**config.mk**
```make
export PLATFORM = sky130hd
export DESIGN_NAME = regfile_wb_sched
export DESIGN_NICKNAME = d
export VERILOG_FILES = /design/src/rtl/regfile_wb_sched_pkg.sv /design/src/rtl/regfile_wb_sched_wb_fifo.sv /design/src/rtl/regfile_wb_sched.sv
export SDC_FILE = /design/constraint.sdc
export NUM_CORES = 1
export LEC_CHECK = 0
export ABC_AREA = 1
export BUFFER_PORTS_ARGS = -buffer_cell sky130_fd_sc_hd__buf_2
export CORE_MARGIN = 3
export CORE_UTILIZATION = 55
export CTS_CLUSTER_SIZE = 30
export DETAILED_ROUTE_END_ITERATION = 8
export GPL_TIMING_DRIVEN = 0
export HOLD_SLACK_MARGIN = 0.03
export PLACE_DENSITY = 0.86
export SKIP_LAST_GASP = 1
export SLEW_MARGIN = 20
export SYNTH_ARGS = -nofsm -noshare
export SYNTH_HDL_FRONTEND = slang
export SYNTH_SLANG_ARGS = --single-unit
```
**constraint.sdc**
```tcl
create_clock -name CLK -period 5.5 [get_ports CLK]
set_clock_uncertainty 0.1 [all_clocks]
set_input_delay 0 -clock CLK [delete_from_list [all_inputs] [get_ports CLK]]
set_output_delay 0 -clock CLK [all_outputs]
set_load 0.005 [all_outputs]
```
**src/rtl/regfile_wb_sched_pkg.sv**
```systemverilog
// Shared encodings and write-select formatting for the register-file writeback path.
// Pure definitions: no latency, no flow control.
package regfile_wb_sched_pkg;

  typedef logic [2:0] reg_idx_t;

  localparam logic [1:0] CLS_BR  = 2'b10;
  localparam logic [1:0] CLS_BGE = 2'b11;
  localparam logic [1:0] CLS_MEM = 2'b00;

  localparam logic [4:0] SUB_ST = 5'b00000;
  localparam logic [4:0] SUB_LD = 5'b00001;

  localparam logic [1:0] WSEL_LD_TAG  = 2'b00;
  localparam logic [1:0] WSEL_ALU_TAG = 2'b01;

  typedef struct packed {
    reg_idx_t    rd;
    logic [15:0] dat;
  } wb_ent_t;

  function automatic logic [15:0] wsel_ld(input reg_idx_t rd);
    return {WSEL_LD_TAG, rd, 6'b0, SUB_LD};
  endfunction

  function automatic logic [15:0] wsel_alu(input reg_idx_t rd);
    return {WSEL_ALU_TAG, rd, 11'b0};
  endfunction

  // Branches and ST carry no destination; every other encoding writes [13:11].
  function automatic logic inst_has_dst(input logic [1:0] cls, input logic [4:0] sub);
    if (cls == CLS_BR || cls == CLS_BGE) return 1'b0;
    if (cls == CLS_MEM && sub == SUB_ST) return 1'b0;
    return 1'b1;
  endfunction

endpackage

```
**src/rtl/regfile_wb_sched_wb_fifo.sv**
```systemverilog
// Synchronous {rd, data} FIFO; one-cycle write-to-read latency, head visible combinationally.
// Caller must not push when full unless popping, nor pop when empty.
module wb_fifo
  import regfile_wb_sched_pkg::*;
#(
  parameter int DEPTH = 2
) (
  input  logic    CLK,
  input  logic    RST,
  input  logic    push,
  input  wb_ent_t push_dat,
  input  logic    pop,
  output wb_ent_t head_dat,
  output logic    full,
  output logic    empty
);

  localparam int AW = $clog2(DEPTH);

  wb_ent_t       mem [DEPTH];
  logic [AW-1:0] wr_ptr;
  logic [AW-1:0] rd_ptr;
  logic [AW:0]   count;

  assign head_dat = mem[rd_ptr];
  assign full     = (count == (AW+1)'(DEPTH));
  assign empty    = (count == '0);

  always_ff @(posedge CLK) begin
    if (RST) begin
      wr_ptr <= '0;
      rd_ptr <= '0;
      count  <= '0;
    end else begin
      if (push) begin
        mem[wr_ptr] <= push_dat;
        wr_ptr      <= wr_ptr + AW'(1);
      end
      if (pop) rd_ptr <= rd_ptr + AW'(1);
      case ({push, pop})
        2'b10:   count <= count + (AW+1)'(1);
        2'b01:   count <= count - (AW+1)'(1);
        default: count <= count;
      endcase
    end
  end

endmodule

```
**src/rtl/regfile_wb_sched.sv**
```systemverilog
// Shares the register file write port between load return (highest) and ALU writeback; port
// driven one cycle after arbitration. Loads never stall; ALU back-pressured via alu_ready.
module regfile_wb_sched
  import regfile_wb_sched_pkg::*;
#(
  parameter int ALU_FIFO_DEPTH = 2
) (
  input  logic        CLK,
  input  logic        RST,
  input  logic        dec_valid,
  input  logic [15:0] dec_inst,
  input  logic [2:0]  dec_src_a,
  input  logic [2:0]  dec_src_b,
  input  logic        dec_use_a,
  input  logic        dec_use_b,
  output logic        dec_ready,
  input  logic        alu_valid,
  input  logic [2:0]  alu_rd,
  input  logic [15:0] alu_data,
  output logic        alu_ready,
  input  logic        mem_valid,
  input  logic [2:0]  mem_rd,
  input  logic [15:0] mem_data,
  output logic        rf_load,
  output logic [15:0] rf_wsel,
  output logic [15:0] rf_d_a,
  output logic [15:0] rf_d_d,
  output logic [7:0]  busy,
  output logic        wb_err
);

  logic     dec_has_dst;
  reg_idx_t dec_dst;
  logic     issue;

  logic     fifo_push, fifo_pop, fifo_full, fifo_empty;
  wb_ent_t  fifo_head;

  logic        win_vld, win_ld;
  reg_idx_t    win_rd;
  logic [15:0] win_dat;
  logic        err_now;
  reg_idx_t    wb_rd;
  logic [7:0]  busy_nxt;

  assign dec_dst     = dec_inst[13:11];
  assign dec_has_dst = inst_has_dst(dec_inst[15:14], dec_inst[4:0]);

  // No bypass: a register whose write is on the port this cycle still reads as busy.
  assign dec_ready = !(dec_use_a && busy[dec_src_a]) &&
                     !(dec_use_b && busy[dec_src_b]) &&
                     !(dec_has_dst && busy[dec_dst]);
  assign issue = dec_valid && dec_ready;

  assign fifo_pop  = !mem_valid && !fifo_empty;
  assign alu_ready = !fifo_full || fifo_pop;
  assign fifo_push = alu_valid && alu_ready && (mem_valid || !fifo_empty);

  wb_fifo #(.DEPTH(ALU_FIFO_DEPTH)) u_fifo (
    .CLK      (CLK),
    .RST      (RST),
    .push     (fifo_push),
    .push_dat ('{rd: alu_rd, dat: alu_data}),
    .pop      (fifo_pop),
    .head_dat (fifo_head),
    .full     (fifo_full),
    .empty    (fifo_empty)
  );

  always_comb begin
    win_vld = 1'b0;
    win_ld  = 1'b0;
    win_rd  = '0;
    win_dat = '0;
    if (mem_valid) begin
      win_vld = 1'b1;
      win_ld  = 1'b1;
      win_rd  = mem_rd;
      win_dat = mem_data;
    end else if (!fifo_empty) begin
      win_vld = 1'b1;
      win_rd  = fifo_head.rd;
      win_dat = fifo_head.dat;
    end else if (alu_valid) begin
      win_vld = 1'b1;
      win_rd  = alu_rd;
      win_dat = alu_data;
    end
  end

  assign err_now = (win_vld && !busy[win_rd]) || (mem_valid && fifo_full);

  // Clear for the write on the port now, then set for a new issue so set wins a collision.
  always_comb begin
    busy_nxt = busy;
    if (rf_load) busy_nxt[wb_rd] = 1'b0;
    if (issue && dec_has_dst) busy_nxt[dec_dst] = 1'b1;
  end

  always_ff @(posedge CLK) begin
    if (RST) begin
      rf_load <= 1'b0;
      rf_wsel <= '0;
      rf_d_a  <= '0;
      rf_d_d  <= '0;
      wb_rd   <= '0;
      busy    <= '0;
      wb_err  <= 1'b0;
    end else begin
      rf_load <= win_vld;
      busy    <= busy_nxt;
      wb_err  <= wb_err | err_now;
      if (win_vld) begin
        wb_rd <= win_rd;
        if (win_ld) begin
          rf_wsel <= wsel_ld(win_rd);
          rf_d_d  <= win_dat;
        end else begin
          rf_wsel <= wsel_alu(win_rd);
          rf_d_a  <= win_dat;
        end
      end
    end
  end

endmodule

```
==> flow_summary_export.csv <==
group,metric,value,unit
outcome,status,"finished clean",
placement,preCtsSetupSlack,3345,ps
global_routing,antenna_found_initial,0,
power_and_ir_drop,leakagePower,2.467,nW
critical_path,critical_path_class,"primary input to register",
synthesis,ys.flop_type,"dfxtp_1",
synthesis,synth_edf_count,38,
sta,fin_tns_setup,0,ps
critical_path,crit_cells,9,
critical_path,crit_top_cell,"dlygate4sd3_1",
layout,n_antenna_cell,0,
placement,place_congestion,0.8924,
synthesis,seq_area_frac_synth,54.62,%
global_routing,grt_pass1_wl,19060,um
sta,finalCritPeriodShare,42.17,%
power_and_ir_drop,p_per_area,326.9,nW/um^2
floorplanning,core_area,6907,um^2
cts,cts_resized,0,
cts,insertion_delay,350,ps
worst_hold_path,holdCritStartpoint,"mem_valid",
global_routing,grt_usage,28.87,%
drt,vias_per_cell,5.488,
cts,cts_tree,"yes",
critical_path,slowest_stage,"dlygate4sd3_1",
global_routing,overflow,0,
placement,hpwl,7768,um
drt,drt_pass1_iterations,5,
power_and_ir_drop,ir_drop,196.9,uV
global_routing,gr-usage-met2,51.07,%
drt,drt_iter0_drc,346,
cts,clock_path_buffers,2,
critical_path,crit_start,"dec_inst[15]",
sta,hold_violations,0,
placement,portBuffers,109,
global_routing,met1_usage,32.17,%
cts,cts_made_buffers,9,
synthesis,ys_ff_latch,90,
critical_path,critical-path-top-delay-family,"buffers and inverters",
floorplanning,fp.dieH,91.23,um
synthesis,synth_cell_types,29,
cts,cts_root_buf,"clkbuf_8",
sta,timing.hold.ws,50.86,ps
layout,syn_to_final_growth,36.27,%
floorplanning,io_pins,127,
drt,wire_per_inst,15.97,um
layout,nets,717,
synthesis,synth.cell_area,3995,um^2
global_routing,busiest_layer,"met2",
synthesis,synth_warnings,0,
layout,drive_above_1_share,26.76,%
critical_path,slowest_delay,670,ps
sta,max-slew-margin-rel,63.36,%
floorplanning,rows,30,
critical_path,r2r_cells,8,
worst_hold_path,whs_path_depth,5,
critical_path,worstPathCellList,"dlygate4sd3_1, buf_2, inv_1, nand2_1, nor2_2, dlygate4sd3_1, nand3_1, dlygate4sd3_1, a21oi_1",
critical_path,cp.arrival,2490,ps
layout,final_core_util,78.82,%
layout,finalInstanceArea,5444,um^2
synthesis,avgSynthCellArea,8.573,um^2
critical_path,required,5680,ps
cts,clock-sinks,90,
drt,remaining_drc_errors,0,
synthesis,async_flop_share,0,%
cts,h-tree-depth,3,
floorplanning,start_util,57.84,%
floorplanning,fp.dieArea,8322,um^2
critical_path,cp-end-kind,"register",
floorplanning,die_w,91.23,um
sta,finalCriticalPeriod,2319,ps
sta,fmax,0.4312,GHz
synthesis,syn_inst,466,
sta,worst_pin_slew,549.7,ps
placement,placed_area,4740,um^2
sta,setup_violations,0,
sta,drv_slew,0,
worst_hold_path,hp-class,"primary input to register",
flow_run,maxCapViolCount,0,
critical_path,path_buf_inv,5,
drt,ant_nets,0,
critical_path,rr_startpoint,"u_fifo.count[0]$_SDFFE_PP0P_",
sta,setup_slack,3181,ps
sta,rsz0062_at_grt,"false",
global_routing,grt_max_degree,16,
cts,clkSlewWorstSetupHoldPaths,90,ps
layout,nFillCells,451,
global_routing,grt_pass1_vias,4048,
drt,vias,4116,
global_routing,grt_use_met3,5.717,%
drt,drt-total-wl,11980,um
critical_path,crit_path_start_kind,"primary input",
critical_path,path_max_fanout,5,
stage by stage:
stage | std cells | total power [W]
floorplan | 476 | 0.001113
CTS | 750 | 0.001767
finish | 750 | 0.001780
global placement | 681 | 0.001259
global route | 750 | 0.001868
detailed placement | 684 | 0.001289
power by group:
group          switching, W  internal (W)
Clock              0.000231      0.000225
Sequential        0.0000447      0.000781
Combinational      0.000303      0.000196
flip-flops by register name, indices dropped and copies added, names as in the netlist, named ones only:
name,count
wb_rd,2
rf_d_d,16
u_fifo.mem,38
wb_err,1
busy,8
rf_load,1
rf_d_a,16
u_fifo.count,2
u_fifo.rd_ptr,1
rf_wsel,3
u_fifo.wr_ptr,1
cell type report:
class | instances | area, um^2 | area share, %
inverters | 53 | 198.9 | 3.654
multi-input cells | 304 | 1499 | 27.53
well taps | 96 | 120.1 | 2.206
plain buffers | 29 | 160.2 | 2.942
clock buffers | 11 | 141.4 | 2.597
flip-flops and latches | 90 | 2182 | 40.08
clock inverters | 5 | 62.56 | 1.149
repair buffers | 162 | 1080 | 19.83
what timing repair did:
| item | in CTS | in global routing |
|---|---|---|
| hold endpoints to repair | 83 | 0 |
| buffers inserted | 0 | 0 |
| hold buffers | 50 | 0 |
synthesized netlist by cell type (8+ instances only):
cell      number  area share (%)
nor2_1        34             3.2
buf_4         11             2.1
inv_2          8            0.75
nand2_1       98             9.2
o21ai_0       25             3.1
mux2_2         9             2.5
edfxtp_1      38              29
buf_2          8             1.0
dfxtp_1       52              26
nand3_1       32             4.0
inv_1         45             4.2
o21ai_1       18             2.3
a21oi_1       39             4.9
metal layers:
layer,vias to the layer above,wire length [um]
met5,-,0
met1,1888,4414
met2,249,6075
met3,66,895
met4,0,592
li1,1913,-
cells in the final DEF (no fill, tap or decap), drive strengths merged:
| master | synthesis | final |
|---|---|---|
| a21oi | 40 | 40 |
| a31oi | 2 | 2 |
| a41oi | 7 | 7 |
| buf | 22 | 134 |
| bufinv | 0 | 1 |
| clkbuf | 7 | 18 |
| clkinv | 0 | 1 |
| clkinvlp | 0 | 2 |
| conb | 1 | 11 |
| dfxtp | 52 | 52 |
| dlygate4sd3 | 0 | 50 |
| edfxtp | 38 | 38 |
| ha | 1 | 1 |
| inv | 53 | 54 |
| mux2 | 9 | 9 |
| nand2 | 99 | 99 |
| nand3 | 33 | 33 |
| nand3b | 2 | 2 |
| nand4 | 4 | 4 |
| nor2 | 40 | 40 |
| nor3 | 5 | 5 |
| o211ai | 7 | 7 |
| o21ai | 43 | 43 |
| or2 | 1 | 1 |
kinds of logic (layout without fill, tap and decap cells):
logic type,count (synthesis),in the layout,synth area share (%)
buf+inv,82,260,8.989
simple gates,184,184,19.79
other cells,1,11,0.09387
flops,90,90,54.62
compound gates,99,99,13.66
fa+ha+maj,1,1,0.3131
mux,9,9,2.537
path summary, 6_finish.rpt:
kind,slack (ps),end
worst max-delay path,3180,busy[5]$_SDFF_PP0_
worst min-delay path,50,rf_d_d[11]$_SDFFE_PP0P_
worst max register to register,3270,u_fifo.count[1]$_SDFFE_PP0P_
worst min register to register,370,u_fifo.wr_ptr$_SDFFE_PP0P_
worst reg2reg max path, cell delays in order (launching register included):
cell and delay [ps]:
dfxtp_1 410, nor2_1 90, nor2_2 210, clkbuf_1 450
ha_1 350, a21oi_1 130, o21ai_0 140, o21ai_0 190
a21oi_1 50
Note: power is estimated with default switching activity, not from simulation.
